<file path="src/rtl/spi_pkg.sv">
// Shared SPI definitions: FSM state encoding and default word length,
// used by both the slave and the master side of the link.
package spi_pkg;

    localparam int SPI_DATA_W = 16;

    typedef enum logic [1:0] {
        IDLE  = 2'd0,
        SHIFT = 2'd1,
        DONE  = 2'd2
    } spi_state_e;

endpackage

</file>
<file path="src/rtl/spi_slave_if.sv">
// SPI serial bus pins: the master drives clock, select and MOSI; the slave drives MISO.
interface spi_slave_if;

    logic sclk;
    logic cs_n;
    logic mosi;
    logic miso;

    modport master (output sclk, output cs_n, output mosi, input miso);
    modport slave  (input sclk, input cs_n, input mosi, output miso);

endinterface

</file>
<file path="src/rtl/spi_sync.sv">
// Multi-flop synchronizer for one asynchronous input, with rise/fall pulses
// derived from the last two synchronized samples.
module spi_sync #(
    parameter int   SYNC_STAGES = 2,
    parameter logic RST_VAL     = 1'b0
) (
    input  logic clk,
    input  logic reset,
    input  logic din,
    output logic level,
    output logic rise,
    output logic fall
);

    logic [SYNC_STAGES-1:0] sync_q, sync_d;
    logic                   prev_q, prev_d;

    always_comb begin
        sync_d = {sync_q[SYNC_STAGES-2:0], din};
        prev_d = sync_q[SYNC_STAGES-1];
    end

    always_ff @(posedge clk) begin
        if (reset) begin
            sync_q <= {SYNC_STAGES{RST_VAL}};
            prev_q <= RST_VAL;
        end else begin
            sync_q <= sync_d;
            prev_q <= prev_d;
        end
    end

    assign level = sync_q[SYNC_STAGES-1];
    assign rise  = level & ~prev_q;
    assign fall  = ~level & prev_q;

endmodule

</file>
<file path="src/rtl/spi_slave.sv">
// SPI mode-0 (CPOL=0, CPHA=0) slave, oversampled by clk.
// Define SPI_SLAVE_ERR_EN to add the frame_err abort pulse output.
module spi_slave
    import spi_pkg::*;
#(
    parameter int DATA_W      = SPI_DATA_W,
    parameter int SYNC_STAGES = 2
) (
    input  logic              clk,
    input  logic              reset,
    spi_slave_if.slave        spi,
    input  logic [DATA_W-1:0] tx_data,
    input  logic              tx_load,
    output logic [DATA_W-1:0] rx_data,
    output logic              rx_valid,
    output logic              busy
`ifdef SPI_SLAVE_ERR_EN
    ,
    output logic              frame_err
`endif
);

    localparam int               CNT_W    = $clog2(DATA_W + 1);
    localparam logic [CNT_W-1:0] LAST_BIT = CNT_W'(DATA_W - 1);

    spi_state_e             state_q, state_d;
    logic [CNT_W-1:0]       cnt_q, cnt_d;
    logic [DATA_W-1:0]      rx_sr_q, rx_sr_d;
    logic [DATA_W-1:0]      tx_sr_q, tx_sr_d;
    logic [DATA_W-1:0]      hold_q, hold_d;
    logic [DATA_W-1:0]      rx_data_q, rx_data_d;
    logic                   rx_valid_q, rx_valid_d;
    logic [SYNC_STAGES-1:0] mosi_sync_q, mosi_sync_d;
`ifdef SPI_SLAVE_ERR_EN
    logic                   frame_err_q, frame_err_d;
`endif

    logic sclk_s_unused, sclk_rise, sclk_fall;
    logic cs_s, cs_rise, cs_fall;
    logic mosi_s;

    spi_sync #(.SYNC_STAGES(SYNC_STAGES), .RST_VAL(1'b0)) u_sync_sclk (
        .clk(clk), .reset(reset), .din(spi.sclk),
        .level(sclk_s_unused), .rise(sclk_rise), .fall(sclk_fall)
    );

    spi_sync #(.SYNC_STAGES(SYNC_STAGES), .RST_VAL(1'b1)) u_sync_cs (
        .clk(clk), .reset(reset), .din(spi.cs_n),
        .level(cs_s), .rise(cs_rise), .fall(cs_fall)
    );

    assign mosi_s = mosi_sync_q[SYNC_STAGES-1];

    always_comb begin
        state_d     = state_q;
        cnt_d       = cnt_q;
        rx_sr_d     = rx_sr_q;
        tx_sr_d     = tx_sr_q;
        hold_d      = tx_load ? tx_data : hold_q;
        rx_data_d   = rx_data_q;
        rx_valid_d  = 1'b0;
        mosi_sync_d = {mosi_sync_q[SYNC_STAGES-2:0], spi.mosi};
`ifdef SPI_SLAVE_ERR_EN
        frame_err_d = 1'b0;
`endif
        case (state_q)
            IDLE: begin
                if (cs_fall) begin
                    state_d = SHIFT;
                    cnt_d   = '0;
                    tx_sr_d = hold_q;
                end
            end
            SHIFT: begin
                if (sclk_rise) begin
                    rx_sr_d = {rx_sr_q[DATA_W-2:0], mosi_s};
                    cnt_d   = cnt_q + 1'b1;
                    if (cnt_q == LAST_BIT) begin
                        state_d    = DONE;
                        rx_data_d  = rx_sr_d;
                        rx_valid_d = 1'b1;
                    end
                // The fall trailing the previous word's last rise arrives after a
                // reload; only falls that follow a rise of this word shift.
                end else if (sclk_fall && cnt_q != '0) begin
                    tx_sr_d = {tx_sr_q[DATA_W-2:0], 1'b0};
                end
                // A final edge coinciding with cs_n rise still delivers the word;
                // a deselect before any bit of a reloaded word is a clean end.
                if (cs_rise && state_d != DONE) begin
                    state_d = IDLE;
`ifdef SPI_SLAVE_ERR_EN
                    frame_err_d = (cnt_d != '0);
`endif
                end
            end
            DONE: begin
                cnt_d = '0;
                if (!cs_s) begin
                    state_d = SHIFT;
                    tx_sr_d = hold_q;
                end else begin
                    state_d = IDLE;
                end
            end
            default: state_d = IDLE;
        endcase
    end

    always_ff @(posedge clk) begin
        if (reset) begin
            state_q     <= IDLE;
            cnt_q       <= '0;
            rx_sr_q     <= '0;
            tx_sr_q     <= '0;
            hold_q      <= '0;
            rx_data_q   <= '0;
            rx_valid_q  <= 1'b0;
            mosi_sync_q <= '0;
`ifdef SPI_SLAVE_ERR_EN
            frame_err_q <= 1'b0;
`endif
        end else begin
            state_q     <= state_d;
            cnt_q       <= cnt_d;
            rx_sr_q     <= rx_sr_d;
            tx_sr_q     <= tx_sr_d;
            hold_q      <= hold_d;
            rx_data_q   <= rx_data_d;
            rx_valid_q  <= rx_valid_d;
            mosi_sync_q <= mosi_sync_d;
`ifdef SPI_SLAVE_ERR_EN
            frame_err_q <= frame_err_d;
`endif
        end
    end

    assign rx_data  = rx_data_q;
    assign rx_valid = rx_valid_q;
    assign busy     = (state_q != IDLE);
    assign spi.miso = ~cs_s & tx_sr_q[DATA_W-1];
`ifdef SPI_SLAVE_ERR_EN
    assign frame_err = frame_err_q;
`endif

endmodule
</file>
<file path="src/flat_wrapper.sv">
// flat-port wrapper written by rule: the top's interface ports become plain ports
module spi_slave_flat import spi_pkg::*;
#(
    parameter int DATA_W      = SPI_DATA_W,
    parameter int SYNC_STAGES = 2
)
  (clk, reset, tx_data, tx_load, rx_data, rx_valid, busy, spi_sclk, spi_cs_n, spi_mosi, spi_miso);
  spi_slave_if spi_i ();
  input  logic clk;
  input  logic reset;
  input  logic [DATA_W-1:0] tx_data;
  input  logic tx_load;
  output logic [DATA_W-1:0] rx_data;
  output logic rx_valid;
  output logic busy;
  input wire logic [$bits(spi_i.sclk)-1:0] spi_sclk;
  input wire logic [$bits(spi_i.cs_n)-1:0] spi_cs_n;
  input wire logic [$bits(spi_i.mosi)-1:0] spi_mosi;
  output wire logic [$bits(spi_i.miso)-1:0] spi_miso;
  assign spi_i.sclk = spi_sclk;
  assign spi_i.cs_n = spi_cs_n;
  assign spi_i.mosi = spi_mosi;
  assign spi_miso = spi_i.miso;
  spi_slave #(.DATA_W(DATA_W), .SYNC_STAGES(SYNC_STAGES)) u_core (.clk(clk), .reset(reset), .spi(spi_i), .tx_data(tx_data), .tx_load(tx_load), .rx_data(rx_data), .rx_valid(rx_valid), .busy(busy));
endmodule
</file>
<file path="config.mk">
export PLATFORM = sky130hd
export DESIGN_NAME = spi_slave_flat
export DESIGN_NICKNAME = d
export VERILOG_FILES = /design/src/rtl/spi_pkg.sv /design/src/rtl/spi_slave_if.sv /design/src/rtl/spi_sync.sv /design/src/rtl/spi_slave.sv /design/src/flat_wrapper.sv
export SDC_FILE = /design/constraint.sdc
export NUM_CORES = 1
export LEC_CHECK = 0
export CAP_MARGIN = 20
export CORE_MARGIN = 2
export CORE_UTILIZATION = 40
export CTS_CLUSTER_SIZE = 10
export DETAILED_ROUTE_END_ITERATION = 6
export HOLD_SLACK_MARGIN = 0.1
export PLACE_DENSITY = 0.65
export SLEW_MARGIN = 20
export SYNTH_ARGS = -nofsm -noshare
export SYNTH_HDL_FRONTEND = slang
export SYNTH_SLANG_ARGS = --single-unit
</file>
<file path="constraint.sdc">
create_clock -name clk -period 3.18 [get_ports clk]
set_input_delay 0.477 -clock clk [delete_from_list [all_inputs] [get_ports clk]]
set_output_delay 0.477 -clock clk [all_outputs]
set_load 0.005 [all_outputs]
</file>
==> reports/metrics.cfg <==
[global_route]
grt_first_pass_wirelength_um = 9870
antenna_found_initial = 0
overflow = 0
grt.total_usage_pct = 14.6
maximum_number_of_pins_on_one_net_before_global_route_repair = 30
grt_pass1_vias = 2215

[cells_and_area]
final_nets = 396
layout-drive-gt1-share_pct = 6.67
num-fill-cells = 749
layout.core_utilization_pct = 50.7
antenna_cells_inserted = 0
multiInputGateArea_um2 = 1310
area.growth.synth_to_final_pct = 21.8
area.sequential_um2 = 1580

[logic_synthesis]
netlist_top_cells_area = sky130_fd_sc_hd__dfxtp_1 52%, sky130_fd_sc_hd__mux2i_1 11%, sky130_fd_sc_hd__a21oi_1 8.3%
netlist-cell-type-count = 34
synth.avg_cell_area_um2 = 8.97
mappedNetlistArea_um2 = 3030
synth.most_common_cell = sky130_fd_sc_hd__dfxtp_1
synth_flop_cell = sky130_fd_sc_hd__dfxtp_1
gate_count_post_synth = 338
asyncSetResetFlopFracSynth_pct = 0
synth_top_area_cell = sky130_fd_sc_hd__dfxtp_1
number_of_synthesized_flops_with_an_enable_pin = 0
ys.warnings.count = 0
yosys.area.top_type_share_pct = 52.1
synth_fp_nets = 363
netlist_top_cells_count = 79 x sky130_fd_sc_hd__dfxtp_1, 65 x sky130_fd_sc_hd__nand2_1, 50 x sky130_fd_sc_hd__a21oi_1, 32 x sky130_fd_sc_hd__mux2i_1, 26 x sky130_fd_sc_hd__nor2_1
yosysSeqAreaShare_pct = 52.1
yosys_register_bits = 79

[timing]
totalNegativeSetupSlack_ns = 0
rsz0062_at_grt = false
fmax_ghz = 0.454
slew_headroom_pct = 37.3
report.final.slew_viol_count = 0
tcrit_tclk_final_pct = 69.3
period_minus_slack_ns = 2.20
worst_pin_slew_ns = 0.938
hold-worst-slack_ns = 0.416
final_hold_viol_count = 0
clock-skew-final_ns = 0.00742
finalSetupViolations = 0

[worst_setup_path]
timing.critical_path.required_ns = 3.35
max_stage_delay_ns = 0.69
slowest_stage_cell_crit_path = sky130_fd_sc_hd__and2_0
cp_cell_sequence = inv_1, ha_1, nor4b_1, o21ai_1, buf_4, and2_0, a211oi_1
kind_of_end_point_of_the_critical_path = flop
crit_path_launch_type = flop
cp_data_arrival_time_ns = 2.38
critical_path_peak_fanout = 16
r2r_setup_slk_ns = 0.98
kind_of_critical_path = reg -> reg

[floorplan]
horizontal_die_dimension_um = 91.1
rows = 31
die_y_um = 91.1
pin_count = 41
initial_utilization_pct = 41.6
die_ar_um2 = 8290
floorplan.core_area_um2 = 7290

[clock_network]
post_cts.repair.setup_buffers = 0
clock_root_buffer = sky130_fd_sc_hd__clkbuf_8
worst_setup_hold_path_clk_slew_ns = 0.08
numCtsBuffers = 9
cts_hold_buffers = 0
insertion_delay_ns = 0.34
cts_tree = done
cts-htree-levels = 3
cts_sinks = 79
postCtsResizedCells = 0
max-clock-path-buffers = 2

[place]
routabilityCongestion = 0.788
portBuffers = 40
detailedPlacementHpwl_um = 3780

[power]
sw_frac_of_total_pct = 21.3
total_leakage_power_nw = 1.41
net-switching-power_w = 0.000420
combPwrFrac_pct = 7.2
internal_power_w = 0.00155
power.share.clock_pct = 39.9
cellPowerDensity_nw_per_um2 = 534
share_seq_of_total_power_pct = 52.9
vdd.ir_drop.worst_uv = 300

[detailed_routing]
antenna_violating_nets_post_route = 0
drt_iter0_drc = 116
detailroute.via_count = 2274
firstDrtPassIters = 4
remaining_drc_errors = 0
routed_wirelength_um = 5550
vias_per_cell = 4.80
route.detailed.wl_per_inst_um = 11.7

[worst_hold_path]
worst_hold_path_type = reg -> reg

[run]
drv.max_cap_violation_count = 0

[status]
run_status = finished clean

-- per-layer routing --
layer | vias up | GRT usage, % | share of wire, %
li1 | 1202 | - | -
met1 | 1026 | 16.8 | 47
met2 | 40 | 25.4 | 48
met3 | 6 | 4.81 | 4.3
met4 | 0 | 4.92 | 0.92
met5 | - | 0 | 0
-- cell type report --
class                   instances  area share (%)
clock buffers                  11            3.83
clock inverters                 4            1.90
inverters                       7           0.711
multi-input cells             228            35.5
flip-flops and latches         79            42.8
well taps                      99            3.35
repair buffers                 46            11.9
-- registers in the layout, summed over array words and instances (netlist names) --
name	flops
u_core.hold_q	16
u_core.cnt_q	5
u_core.rx_valid	1
u_core.u_sync_sclk.sync_q	2
u_core.tx_sr_q	16
u_core.state_q	2
u_core.u_sync_cs.prev_q	1
u_core.rx_data	16
u_core.u_sync_cs.sync_q	2
u_core.rx_sr_q	15
u_core.u_sync_sclk.prev_q	1
u_core.mosi_sync_q	2
-- placed cells by master (no fill, tap or decap), types with 2 or more instances in the layout --
master	n
sky130_fd_sc_hd__dfxtp_1	79
sky130_fd_sc_hd__nand2_1	65
sky130_fd_sc_hd__a21oi_1	50
sky130_fd_sc_hd__clkdlybuf4s50_1	39
sky130_fd_sc_hd__mux2i_1	32
sky130_fd_sc_hd__nor2_1	26
sky130_fd_sc_hd__a211oi_1	15
sky130_fd_sc_hd__clkbuf_8	10
sky130_fd_sc_hd__inv_1	7
sky130_fd_sc_hd__nor2b_1	7
sky130_fd_sc_hd__buf_4	6
sky130_fd_sc_hd__nand2b_1	4
sky130_fd_sc_hd__o21ai_0	3
sky130_fd_sc_hd__or2_2	3
sky130_fd_sc_hd__ha_1	3
sky130_fd_sc_hd__nand3_1	2
sky130_fd_sc_hd__or3_1	2
sky130_fd_sc_hd__nand4_1	2
sky130_fd_sc_hd__clkinv_2	2
sky130_fd_sc_hd__bufinv_16	2
-- cells by family after synthesis --
group / Yosys count / synth area share, %
muxes: 32 / 10.6
DFF: 79 / 52.1
buffers and inverters: 31 / 4.62
AOI/OAI and AO/OA: 73 / 13.9
adders and majority gates: 3 / 1.24
and+or+nand+nor: 120 / 17.5
-- worst max-delay path, delay by kind of cell, from the launching register on --
family                     cells  cell delay (ns)
AOI/OAI and AO/OA              2             0.32
and+or+nand+nor                2             0.82
buffers and inverters          2             0.29
DFF                            1             0.40
adders and majority gates      1             0.19
-- power by group through the flow --
| stage | combinational, W | sequential (W) | clock (W) |
|---|---|---|---|
| after floorplan | 0.000103 | 0.00106 | 0 |
| after global placement | 0.000141 | 0.00107 | 0 |
| after detailed placement | 0.000144 | 0.00107 | 0 |
| after CTS | 0.000145 | 0.00104 | 0.000815 |
| after global routing | 0.000161 | 0.00105 | 0.000858 |
| final | 0.000142 | 0.00104 | 0.000786 |
-- worst paths after layout --
kind,end,from,cells past startpoint
hold / removal,u_core.u_sync_cs.sync_q[1],u_core.u_sync_cs.sync_q[0],1
setup / recovery,u_core.tx_sr_q[15],u_core.cnt_q[0],7
hold reg to reg,u_core.u_sync_cs.sync_q[1],u_core.u_sync_cs.sync_q[0],1
setup reg to reg,u_core.tx_sr_q[15],u_core.cnt_q[0],7
-- metrics by stage --
stage                     area [µm²]  setup WS, ns  std cells  total power, W
after global placement          3480          1.05        459         0.00121
after global routing            3690         0.733        474         0.00207
after floorplan                 3030          1.55        338         0.00116
final                           3690         0.977        474         0.00197
after detailed placement        3480         0.956        459         0.00121
after CTS                       3690         0.950        474         0.00200
No activity file was read; power rests on OpenSTA's default activity.
